===== config.mk =====
export PLATFORM = sky130hd
export DESIGN_NAME = fetch_ctrl
export DESIGN_NICKNAME = d
export VERILOG_FILES = /design/src/rtl/fetch_ctrl_pkg.sv /design/src/rtl/fetch_skid.sv /design/src/rtl/fetch_ctrl.sv
export SDC_FILE = /design/constraint.sdc
export NUM_CORES = 1
export LEC_CHECK = 0
export ABC_AREA = 1
export CAP_MARGIN = 20
export CORE_UTILIZATION = 50
export CTS_CLUSTER_DIAMETER = 40
export DETAILED_ROUTE_END_ITERATION = 10
export DONT_BUFFER_PORTS = 1
export SLEW_MARGIN = 0
export SYNTH_ARGS = -nofsm -noshare
export SYNTH_HDL_FRONTEND = slang
export SYNTH_HIERARCHICAL = 1
export SYNTH_SLANG_ARGS = --single-unit

===== constraint.sdc =====
create_clock -name clk_i -period 4.3 [get_ports clk_i]
set_input_delay 0.43 -clock clk_i [delete_from_list [all_inputs] [get_ports clk_i]]
set_output_delay 0.43 -clock clk_i [all_outputs]
set_load 0.03 [all_outputs]

===== src/rtl/fetch_ctrl_pkg.sv =====
// Shared types and constants for the instruction-fetch controller.
package fetch_ctrl_pkg;

    localparam int unsigned XLEN = 32;

    localparam logic [XLEN-1:0] CpuResetAddr = 32'h0000_0000;
    localparam logic [XLEN-1:0] InstNop      = 32'h0000_0013;
    localparam logic [XLEN-1:0] PcStep       = 32'd4;

    typedef enum logic [1:0] {
        S_IDLE = 2'b00,
        S_RUN  = 2'b01,
        S_KILL = 2'b10,
        S_HALT = 2'b11
    } fetch_state_e;

    typedef struct packed {
        logic [XLEN-1:0] inst;
        logic [XLEN-1:0] addr;
    } fetch_word_t;

endpackage


===== src/rtl/fetch_skid.sv =====
// One-entry holding buffer for a fetched word that arrives while IF/ID is stalled.
module fetch_skid
    import fetch_ctrl_pkg::*;
(
    input  logic            clk_i,
    input  logic            rst_i,
    input  logic            load,
    input  logic            drain,
    input  logic            clear,
    input  logic [XLEN-1:0] d_inst,
    input  logic [XLEN-1:0] d_addr,
    output logic            full,
    output logic [XLEN-1:0] q_inst,
    output logic [XLEN-1:0] q_addr
);

    fetch_word_t word_q;
    logic        full_q;

    // Clear beats load: a redirect makes any captured word stale.
    always_ff @(posedge clk_i or negedge rst_i) begin
        if (!rst_i) begin
            full_q <= 1'b0;
            word_q <= '0;
        end else if (clear) begin
            full_q <= 1'b0;
        end else if (load) begin
            full_q      <= 1'b1;
            word_q.inst <= d_inst;
            word_q.addr <= d_addr;
        end else if (drain) begin
            full_q <= 1'b0;
        end
    end

    assign full   = full_q;
    assign q_inst = word_q.inst;
    assign q_addr = word_q.addr;

endmodule


===== src/rtl/fetch_ctrl.sv =====
// Instruction-fetch controller: PC ownership, ibus sequencing, next-PC arbitration
// and delivery of fetched words to IF/ID.
module fetch_ctrl
    import fetch_ctrl_pkg::*;
#(
    parameter logic [XLEN-1:0] RESET_ADDR = CpuResetAddr,
    parameter logic [XLEN-1:0] INST_NOP   = InstNop
) (
    input  logic            clk_i,
    input  logic            rst_i,
    input  logic            stall_i,
    input  logic            halt_i,
    input  logic            jump_flag_i,
    input  logic [XLEN-1:0] jump_addr_i,
    input  logic            trap_flag_i,
    input  logic [XLEN-1:0] trap_addr_i,
    output logic            ibus_req_o,
    output logic [XLEN-1:0] ibus_addr_o,
    input  logic            ibus_ack_i,
    input  logic [XLEN-1:0] ibus_rdata_i,
    output logic            ce_o,
    output logic            inst_valid_o,
    output logic [XLEN-1:0] inst_o,
    output logic [XLEN-1:0] inst_addr_o,
    output logic            flush_o,
    output logic            halted_o
);

    fetch_state_e    state_q, state_d;
    logic [XLEN-1:0] pc_q, pc_d;
    logic [XLEN-1:0] hold_addr_q;
    logic            pend_q;
    logic            ce_q;
    logic            out_valid_q;
    logic [XLEN-1:0] out_inst_q;
    logic [XLEN-1:0] out_addr_q;

    logic            redirect;
    logic            take_redirect;
    logic [XLEN-1:0] target;
    logic            can_issue;
    logic            transfer;
    logic            run_xfer;
    logic            to_out;
    logic            skid_load;
    logic            skid_drain;
    logic            skid_full;
    logic [XLEN-1:0] skid_inst;
    logic [XLEN-1:0] skid_addr;

    // Next-PC arbitration: trap outranks jump; nothing is redirected out of reset.
    assign redirect      = trap_flag_i | jump_flag_i;
    assign target        = trap_flag_i ? trap_addr_i : jump_addr_i;
    assign take_redirect = redirect && (state_q != S_IDLE);

    assign can_issue   = (state_q == S_RUN) && !stall_i && !skid_full && !halt_i && !redirect;
    assign ibus_req_o  = ((state_q == S_RUN) || (state_q == S_KILL)) && (pend_q || can_issue);
    assign ibus_addr_o = pend_q ? hold_addr_q : pc_q;
    assign transfer    = ibus_req_o && ibus_ack_i;

    // Only data accepted in S_RUN without a concurrent redirect is architecturally live.
    assign run_xfer   = transfer && (state_q == S_RUN) && !take_redirect;
    assign to_out     = run_xfer && (!stall_i || !out_valid_q);
    assign skid_load  = run_xfer && stall_i && out_valid_q;
    assign skid_drain = !stall_i && skid_full && !take_redirect;

    fetch_skid u_skid (
        .clk_i  (clk_i),
        .rst_i  (rst_i),
        .load   (skid_load),
        .drain  (skid_drain),
        .clear  (take_redirect),
        .d_inst (ibus_rdata_i),
        .d_addr (ibus_addr_o),
        .full   (skid_full),
        .q_inst (skid_inst),
        .q_addr (skid_addr)
    );

    always_comb begin
        state_d = state_q;
        pc_d    = pc_q;
        case (state_q)
            S_IDLE: state_d = S_RUN;
            S_RUN: begin
                if (take_redirect) begin
                    pc_d = target;
                end else if (run_xfer) begin
                    pc_d = pc_q + PcStep;
                end
                if (take_redirect && pend_q && !ibus_ack_i) begin
                    state_d = S_KILL;
                end else if (halt_i && !pend_q) begin
                    state_d = S_HALT;
                end
            end
            S_KILL: begin
                if (take_redirect) begin
                    pc_d = target;
                end
                if (transfer) begin
                    state_d = S_RUN;
                end
            end
            S_HALT: begin
                if (take_redirect) begin
                    pc_d = target;
                end
                if (!halt_i) begin
                    state_d = S_RUN;
                end
            end
            default: state_d = S_IDLE;
        endcase
    end

    always_ff @(posedge clk_i or negedge rst_i) begin
        if (!rst_i) begin
            state_q     <= S_IDLE;
            pc_q        <= RESET_ADDR;
            hold_addr_q <= RESET_ADDR;
            pend_q      <= 1'b0;
            ce_q        <= 1'b0;
        end else begin
            state_q <= state_d;
            pc_q    <= pc_d;
            if (state_q == S_IDLE) begin
                ce_q <= 1'b1;
            end
            // Latch the address on first presentation so it stays stable until ack.
            if (transfer) begin
                pend_q <= 1'b0;
            end else if (ibus_req_o) begin
                pend_q <= 1'b1;
                if (!pend_q) begin
                    hold_addr_q <= pc_q;
                end
            end
        end
    end

    // IF/ID output register: skid has priority so program order is kept.
    always_ff @(posedge clk_i or negedge rst_i) begin
        if (!rst_i) begin
            out_valid_q <= 1'b0;
            out_inst_q  <= INST_NOP;
            out_addr_q  <= '0;
        end else if (take_redirect) begin
            out_valid_q <= 1'b0;
        end else if (!stall_i && skid_full) begin
            out_valid_q <= 1'b1;
            out_inst_q  <= skid_inst;
            out_addr_q  <= skid_addr;
        end else if (to_out) begin
            out_valid_q <= 1'b1;
            out_inst_q  <= ibus_rdata_i;
            out_addr_q  <= ibus_addr_o;
        end else if (!stall_i) begin
            out_valid_q <= 1'b0;
        end
    end

    assign ce_o         = ce_q;
    assign inst_valid_o = out_valid_q;
    assign inst_o       = out_valid_q ? out_inst_q : INST_NOP;
    assign inst_addr_o  = out_addr_q;
    assign flush_o      = take_redirect;
    assign halted_o     = (state_q == S_HALT);

endmodule

==> results.toml, run 1 <==
[run_status]
status = "complete, but fails checks"
failing_checks = "negative hold slack"

[routing]
drt-initial-drc-count = 643
vias_cell = 5.24
drt-total-wl_mm = 28.9
num_vias = 9355
route.detailed.drc = 0
route.antenna.remaining_nets = 0
drt-pass1-iter-count = 5
wire_per_inst_um = 16.2

[timing]
worst_pin_slew_ns = 1.04
unrepaired_setup_endpoints_after_global_routing = "false"
normalized_max_slew_margin_pct = 30.5
fmax_mhz = 373
final.hold.worst_slack_ns = -0.313
setup-violations-final = 0
finClkSkew_ns = 0.0165
fin_ws_ns = 1.62
setup_tns_ns = 0
report.final.hold_viol_count = 195
slew_violations = 0
final.min_clock_period_ns = 2.68
fin_crit_sh_pct = 62.4

[clocking]
cts_made_buffers = 17
clkLatencyLatePin_ns = 0.43
cts.reportedPaths.clkPinSlew_ns = 0.08
cts.sinks = 198
cts_resized = 0
root_buffer = "sky130_fd_sc_hd__clkbuf_16"
postCtsSetupRepairBufs = 0
clock_tree.htree_level_count = 4
clock_tree_from_tritoncts = "yes"
max-clock-path-buffers = 2

[floorplanning]
std_cell_rows = 53
pin_count = 204
initial_utilization_pct = 51.0
dieWidth_um = 148
core_area_mm2 = 0.0210
floorplan.die_area_mm2 = 0.0220
chipHeight_um = 148

[job]
maxCapViolations = 0

[synthesis]
syn-num-nets = 1649
synth-edff-count = 0
yosysUniqueCellTypes = 33
yosysSeqAreaShare_pct = 46.2
postSynth.topFlopCell = "sky130_fd_sc_hd__dfrtp_1"
yosys_warnings = 6
synthCells = 1540
syn-cell-area_mm2 = 0.0107
ys_ff_latch = 198
avgSynthCellArea_um2 = 6.96
synth-async-reset-ratio_pct = 100

[place]
finalWeightedCongestion = 0.923
port-buffer-count = 0
placement.setup.worst_slack_ns = 1.64
postPlaceCellArea_mm2 = 0.0108
dp_hpwl_mm = 19.0

[layout]
stdcell_area_mm2 = 0.0114
synthToLayoutAreaGrowth_pct = 5.90
fillerInstances = 2157
seq_area_mm2 = 0.00496
multiInputGateArea_mm2 = 0.00496
post_route_cells_drive_above_1_share_pct = 5.83
diodes_inserted = 0
layout_nets = 1606

[setup_path]
maximum_fanout_along_the_worst_path = 37
cp.required_ns = 4.66
arrival_ns = 3.05
crit_path_start_kind = "register"
cp_slowest_cell = "sky130_fd_sc_hd__nand2_2"
path_class = "register to register"
cp_slowest_stage_delay_ns = 0.60
worstSetupEndpointType = "register"
crit_path_cell_trace = "inv_1 > ha_1 > inv_1 > o21ai_4 > inv_2 > nor2_4 > nand3_2 > nand2_2 > nand2_2 > buf_4 > nand2_1 > nand2_1"

[global_route]
antenna_found_initial = 0
first_global_vias = 8689
global_route_wire_length_before_repair_mm = 47.2
global_route.usage.total_pct = 27.3
grt_max_degree = 199
overflow = 0

[power]
leakage_power_figure_nw = 6.24
vdd_drop_max_uv = 326
power_per_cell_area_mw_per_mm2 = 649

[worst_hold_path]
holdCritPathClass = "primary input to asynchronous set/reset pin"
## through the flow
step	utilization, %	total power, mW	instances
2_1_floorplan	-	5.07	1540
3_3_place_gp	51.4	5.85	1753
3_5_place_dp	51.4	5.90	1753
4_1_cts	54.0	7.43	1785
5_1_grt	54.0	7.92	1785
6_report	54.0	7.37	1785
## synth_stat cells, types with 2 or more instances
library cell | instances | area, µm²
sky130_fd_sc_hd__buf_6 | 9 | 101
sky130_fd_sc_hd__inv_1 | 82 | 308
sky130_fd_sc_hd__ha_1 | 6 | 75.1
sky130_fd_sc_hd__mux2i_1 | 2 | 20.0
sky130_fd_sc_hd__a21oi_1 | 15 | 75.1
sky130_fd_sc_hd__o211ai_1 | 7 | 52.6
sky130_fd_sc_hd__buf_1 | 2 | 7.51
sky130_fd_sc_hd__buf_2 | 19 | 95.1
sky130_fd_sc_hd__o21ai_0 | 74 | 370
sky130_fd_sc_hd__nor3_1 | 4 | 20.0
sky130_fd_sc_hd__dfrtp_1 | 195 | 4880
sky130_fd_sc_hd__nand4_1 | 10 | 62.6
sky130_fd_sc_hd__nand3_1 | 171 | 856
sky130_fd_sc_hd__xor2_1 | 7 | 61.3
sky130_fd_sc_hd__or2_2 | 8 | 50.1
sky130_fd_sc_hd__nand2_1 | 773 | 2900
sky130_fd_sc_hd__nor2_1 | 71 | 267
sky130_fd_sc_hd__inv_2 | 4 | 15.0
sky130_fd_sc_hd__clkbuf_1 | 43 | 161
sky130_fd_sc_hd__o21ai_1 | 4 | 20.0
sky130_fd_sc_hd__buf_4 | 19 | 143
sky130_fd_sc_hd__nor2_2 | 2 | 12.5
sky130_fd_sc_hd__dfstp_2 | 3 | 78.8
## path summary, 6_finish.rpt
path                                           start                             to  slack [ns]  cells after the start
min                                            rst_i    inst_addr_o[10]$_DFFE_PN0P_       -0.31                      0
min in group clk_i                  ibus_rdata_i[20]  u_skid/q_inst[20]$_DFFE_PN0P_        0.13                      2
max in group asynchronous                      rst_i      out_inst_q[1]$_DFFE_PN1P_        4.27                      0
max reg2reg                   state_q[0]$_DFFE_PN0P_    inst_addr_o[13]$_DFFE_PN0P_        1.62                     12
max                           state_q[0]$_DFFE_PN0P_    inst_addr_o[13]$_DFFE_PN0P_        1.62                     12
min reg2reg                out_inst_q[1]$_DFFE_PN1P_      out_inst_q[1]$_DFFE_PN1P_        0.47                      2
## critical path: cells and delay by family (launching register included)
kind	cells	cell delay [ns]
AO/OA/AOI/OAI	1	0.08
flip-flops	1	0.39
buffers and inverters	4	0.87
adder cells (fa/ha/maj)	1	0.21
AND/OR/NAND/NOR	6	1.04
## placed cells by master (no fill, tap or decap), types with 4 or more instances in the layout
| cell | count |
|---|---|
| sky130_fd_sc_hd__a21oi_1 | 15 |
| sky130_fd_sc_hd__buf_4 | 30 |
| sky130_fd_sc_hd__xor2_1 | 7 |
| sky130_fd_sc_hd__or2_2 | 8 |
| sky130_fd_sc_hd__nand2_1 | 770 |
| sky130_fd_sc_hd__nand2_2 | 4 |
| sky130_fd_sc_hd__inv_1 | 81 |
| sky130_fd_sc_hd__inv_2 | 5 |
| sky130_fd_sc_hd__dfrtp_1 | 195 |
| sky130_fd_sc_hd__nand3_1 | 171 |
| sky130_fd_sc_hd__nor3_1 | 4 |
| sky130_fd_sc_hd__nand4_1 | 10 |
| sky130_fd_sc_hd__o211ai_1 | 7 |
| sky130_fd_sc_hd__ha_1 | 6 |
| sky130_fd_sc_hd__nor2_1 | 69 |
| sky130_fd_sc_hd__inv_6 | 4 |
| sky130_fd_sc_hd__o21ai_1 | 20 |
| sky130_fd_sc_hd__o21ai_0 | 58 |
| sky130_fd_sc_hd__clkbuf_16 | 17 |
## sequential cells by signal (all words and copies together), names as in the netlist
name and flops:
u_skid/q_inst 32, inst_valid_o 1, inst_addr_o 32, pend_q 1, ce_o 1, pc_q 32
hold_addr_q 32, u_skid/full 1, state_q 2, out_inst_q 32, u_skid/q_addr 32
## metal layers
layer,part of all wire [%],GRT usage [%],vias to the layer above
li1,-,-,4719
met1,47,38.0,4325
met2,45,43.2,276
met3,5.9,5.25,35
met4,1.9,8.20,0
met5,0,0,-
## kinds of logic after synthesis
kind of cell	Yosys count	synth area share, %
AOI/OAI and AO/OA	104	5.23
buffers and inverters	178	7.75
DFF	198	46.2
xor gates and xnor gates	7	0.572
and+or+nand+nor	1045	39.3
adders and majority gates	6	0.700
muxes	2	0.187
## cell type report
type	instances	area share (%)
repair buffers	30	1.98
flip-flops and latches	198	43.7
multi-input cells	1164	43.6
inverters	86	2.84
well taps	275	3.03
clock buffers	19	3.81
clock inverters	13	1.02
## power breakdown
group / leakage, nW / total (mW) / switching [mW] / internal, mW
sequential: 2.61 / 3.00 / 0.613 / 2.39
clock: 0.260 / 1.52 / 0.758 / 0.760
combinational: 3.37 / 2.85 / 2.10 / 0.756
(Power assumes the default switching activity.)
==> run 2: changes to the inputs <==
--- a/config.mk
+++ b/config.mk
@@ -11,6 +11,7 @@
 export CTS_CLUSTER_DIAMETER = 40
 export DETAILED_ROUTE_END_ITERATION = 10
 export DONT_BUFFER_PORTS = 1
+export PLACE_DENSITY = 0.68
 export SLEW_MARGIN = 0
 export SYNTH_ARGS = -nofsm -noshare
 export SYNTH_HDL_FRONTEND = slang
==> constraint.sdc (replaced) <==
create_clock -name clk_i -period 2.3 [get_ports clk_i]
set_input_delay 0.23 -clock clk_i [delete_from_list [all_inputs] [get_ports clk_i]]
set_output_delay 0.23 -clock clk_i [all_outputs]
set_load 0.03 [all_outputs]
==> run 2 against run 1 <==
  * The run still ends with negative hold slack left
  * Power increased by 97%
  * Die area did not move
  * Clock skew fell by 0.0060 ns
  * Register-to-register slack worse by 1.4 ns
  * Global-route usage rose by 0.41 points
  * Combinational power increased by 110%
  * Non-clock buffer count rose by 73
  * First-iteration DRC count grew 23%
  * Largest power group is now combinational cells
  * Design area up 6.6%
  * Setup slack got worse by 1.5 ns
  * Largest cell class unchanged
  * Worst hold slack worse by 0.19 ns
==> results.toml, run 2 (same netlist as run 1, synthesis figures left out) <==
[run_status]
status = "complete, but fails checks"
failing_checks = "negative hold slack"

[timing]
slew_violations = 0
normalized_max_slew_margin_pct = 41.6
setup_tns_ns = 0
unrepaired_setup_endpoints_after_global_routing = "false"
report.final.hold_viol_count = 198
final.min_clock_period_ns = 2.20
setup-violations-final = 0
finClkSkew_ns = 0.0104
final.hold.worst_slack_ns = -0.506
fin_crit_sh_pct = 95.8
worst_pin_slew_ns = 0.866
fmax_mhz = 454

[place]
dp_hpwl_mm = 19.4
postPlaceCellArea_mm2 = 0.0111
port-buffer-count = 0
finalWeightedCongestion = 0.873

[layout]
synthToLayoutAreaGrowth_pct = 12.8
post_route_cells_drive_above_1_share_pct = 8.09
final_common_cell = "sky130_fd_sc_hd__nand2_1"
finalCoreUtilization_pct = 57.6
multiInputGateArea_mm2 = 0.00496
diodes_inserted = 0
seq_area_mm2 = 0.00496
layout_nets = 1679
fillerInstances = 2006
stdcell_area_mm2 = 0.0121
most-common-layout-cells = "sky130_fd_sc_hd__nand2_1, sky130_fd_sc_hd__dfrtp_1, sky130_fd_sc_hd__nand3_1"

[clocking]
max-clock-path-buffers = 2
cts.reportedPaths.clkPinSlew_ns = 0.08
root_buffer = "sky130_fd_sc_hd__clkbuf_16"
clkLatencyLatePin_ns = 0.44
clock_tree.htree_level_count = 4
cts_hold_buf = 36
cts.sinks = 198
cts_made_buffers = 17
postCtsSetupRepairBufs = 0
clock_tree_from_tritoncts = "yes"

[floorplanning]
core_area_mm2 = 0.0210
floorplan.die_area_mm2 = 0.0220
dieWidth_um = 148
std_cell_rows = 53
chipHeight_um = 148
pin_count = 204
initial_utilization_pct = 51.0

[power]
total_switching_power_mw = 6.65
switching_share_pct = 45.7
leakage_power_figure_nw = 6.62
vdd_drop_max_uv = 595
fin_total_pwr_mw = 14.5
clock_power_share_pct = 20.9
combPwrFrac_pct = 40.3
p_int_mw = 7.89
power.sequential.fraction_pct = 38.8
power_per_cell_area_mw_per_mm2 = 1200

[global_route]
global_route_wire_length_before_repair_mm = 48.1
first_global_vias = 9119
overflow = 0
grt_max_degree = 199
antenna_found_initial = 0
global_route.usage.total_pct = 27.7

[setup_path]
crit_path_start_kind = "register"
reg2reg_slack_ns = 0.24
path_class = "register to output pin"
worstSetupEndpointType = "output pin"
critical_path.reg2reg.endpoint = "pc_q[1]$_DFFE_PN0P_"
number_of_cell_instances_on_the_worst_register_to_register_path = 8
setup.worst_path.start = "pend_q$_DFFE_PN0P_"
r2r-start = "state_q[0]$_DFFE_PN0P_"
maximum_fanout_along_the_worst_path = 17
arrival_ns = 1.97
cp.required_ns = 2.07

[routing]
drt-initial-drc-count = 788
num_vias = 9791
route.antenna.remaining_nets = 0
drt-total-wl_mm = 29.7
vias_cell = 5.27
route.detailed.drc = 0
wire_per_inst_um = 16.0
drt-pass1-iter-count = 6

[job]
maxCapViolations = 0

[worst_hold_path]
holdCritPathClass = "primary input to asynchronous set/reset pin"
==> run 2: cell types whose count changed in the layout (fill, tap and decap cells not counted), sizes merged <==
cell         previous run  this run
buf                    30        67
dlygate4sd3             0        36
bufinv                  0         1
clkbuf                 19        18
==> run 2: repair_timing <==
action	in CTS	in global routing
gates resized for setup	2	3
cloned	0	0
endpoints found under the hold margin	235	198
setup endpoints to repair	2	17
==> run 2: through the flow <==
step	setup WS, ns	cells
finish	0.0965	1858
detailed placement	0.299	1790
floorplan	0.269	1540
global route	0.00930	1858
global placement	0.316	1790
CTS	0.0149	1858
==> run 2: critical path: stages, from the launching register on <==
cell	delay (ns)
sky130_fd_sc_hd__dfrtp_2	0.51
sky130_fd_sc_hd__o21ai_0	0.73
sky130_fd_sc_hd__buf_4	0.30
==> run 2: metal layers <==
metal	vias up	GRT usage, %	part of all wire (%)	wire (µm)
met4	0	6.08	1.1	337
met1	4522	38.0	45	13300
met2	373	44.6	47	13800
met3	28	6.44	7.6	2260
met5	-	0	0	0
li1	4868	-	-	-
==> run 2: layout make-up <==
type	count	share of cell area, %
clock buffers	18	3.63
clock inverters	14	1.36
inverters	86	2.67
multi-input cells	1164	41.0
flip-flops and latches	198	41.0
well taps	275	2.84
repair buffers	103	7.55
==> run 2: worst max path at each step <==
stage,endpoint,slack (ns),depth (start not counted)
4_1_cts,ibus_addr_o[4],0.01,3
6_report,ibus_addr_o[19],0.1,2
5_1_grt,ibus_addr_o[19],0.009,2
2_1_floorplan,u_skid/q_addr[12]$_DFFE_PN0P_,0.27,9
3_3_place_gp,pc_q[25]$_DFFE_PN0P_,0.32,10
3_5_place_dp,pc_q[4]$_DFFE_PN0P_,0.30,10
==> run 2: power by group through the flow <==
stage | Sequential (mW) | Clock, mW | Combinational [mW]
floorplan | 5.42 | 0 | 4.05
global placement | 5.67 | 0 | 5.69
detailed placement | 5.69 | 0 | 5.76
CTS | 5.63 | 3.11 | 5.87
global route | 5.78 | 3.24 | 6.51
finish | 5.64 | 3.05 | 5.86
==> variant (config.mk and constraints of run 1) <==
`XLEN`: 32 -> 16.
--- a/src/rtl/fetch_ctrl_pkg.sv
+++ b/src/rtl/fetch_ctrl_pkg.sv
@@ -1,7 +1,7 @@
 // Shared types and constants for the instruction-fetch controller.
 package fetch_ctrl_pkg;
 
-    localparam int unsigned XLEN = 32;
+    localparam int unsigned XLEN = 16;
 
     localparam logic [XLEN-1:0] CpuResetAddr = 32'h0000_0000;
     localparam logic [XLEN-1:0] InstNop      = 32'h0000_0013;
Interface: changed (6 resized); port bits go from 204 to 108. The function was not compared with the original's and may differ.
==> variant against run 1 <==
Sequential cell count fell by 96. Critical path depth fell by 5. Total power fell by 51%. Clock power fell by 59%. Global-route usage fell by 3.6 points. Area after synthesis fell by 48%. Sequential share of layout area fell by 0.067 points. Design area fell by 48%. Wire length fell by 55%. Setup slack got worse by 0.16 ns. Critical endpoint is now inst_addr_o[15]. Sequential power fell by 50%. Synthesized cell count fell by 55%. Clock skew fell by 0.0093 ns.
==> variant: results (changes against run 1) <==
| Metric | Value |
|---|---|
| Routing usage on met2 | `35.0% (was 43.2%)` |
| CLK BUF | `11 (was 19)` |
| Status | `complete, no violations (was finished with violations)` |
| Layout Nets | `747 (was 1606)` |
| First-pass GRT wire length | `21.3 mm (was 47.2 mm)` |
| R2R cell count | `7 (was 12)` |
| Crit path largest cell delay | `0.84 ns (was 0.60 ns)` |
| Count of cell types in the netlist | `32 (was 33)` |
| Ranking of synthesized cells by area | `dfrtp_1 44%, nand2_1 17%, nand3_1 7.2% (was dfrtp_1 46%, nand2_1 27%, nand3_1 8.0%)` |
| Peak supply drop | `0.000434 V (was 0.000326 V)` |
| Post-Synth XOR/XNOR Area | `0.469% (was 0.572%)` |
| Min Hold Slack | `0.196 ns (was -0.313 ns)` |
| Final Non-Filler Cells | `831 (was 1785)` |
| #MultiIn Comb | `517 (was 1164)` |
| Clock slew at reported path FFs | `0.10 ns (was 0.08 ns)` |
| Clock skew | `0.00714 ns (was 0.0165 ns)` |
| Core Area | `10900 sq um (was 21000 sq um)` |
| P_comb | `1.49 mW (was 2.85 mW)` |
| Vias in the first global route | `4158 (was 8689)` |
| Wire length per cell | `15.6 um (was 16.2 um)` |
| Worst Max-Slew Pin Slew | `1.00 ns (was 1.04 ns)` |
| CP Max Fanout | `33 (was 37)` |
| Pwr dens | `616 nW/um^2 (was 649 nW/um^2)` |
| Clk_lat worst skew | `0.37 ns (was 0.43 ns)` |
| Met3 usage | `5.51% (was 5.25%)` |
variant: cell types whose count changed after synthesis, moves of 21 or more:
cell and change:
nand3_1 -90, clkbuf_1 -38, inv_1 -43, dfrtp_1 -96, nand2_1 -518, mux2_2 +31, nor2_1 -37, o21ai_0 -31
nand2_2 +21
variant: metal layers:
metal / up-vias / part of all wire [%]
met5: - / 0
met4: 0 / 1.4
met3: 12 / 7.7
met2: 161 / 43
met1: 2089 / 48
li1: 2214 / -
variant: worst max-delay path by stage:
stage,slack [ns],from,endpoint
2_1_floorplan,2.29,pend_q,inst_addr_o[10]
3_3_place_gp,1.56,pend_q,inst_addr_o[8]
3_5_place_dp,1.42,pend_q,inst_addr_o[15]
4_1_cts,1.42,pend_q,inst_addr_o[15]
5_1_grt,1.12,pend_q,out_inst_q[14]
6_report,1.46,pend_q,inst_addr_o[15]
variant: what timing repair did:
action | 4_1_cts | 5_1_grt
endpoints found under the hold margin | 102 | 0
setup buffers | 0 | 0
hold buffers | 2 | 0
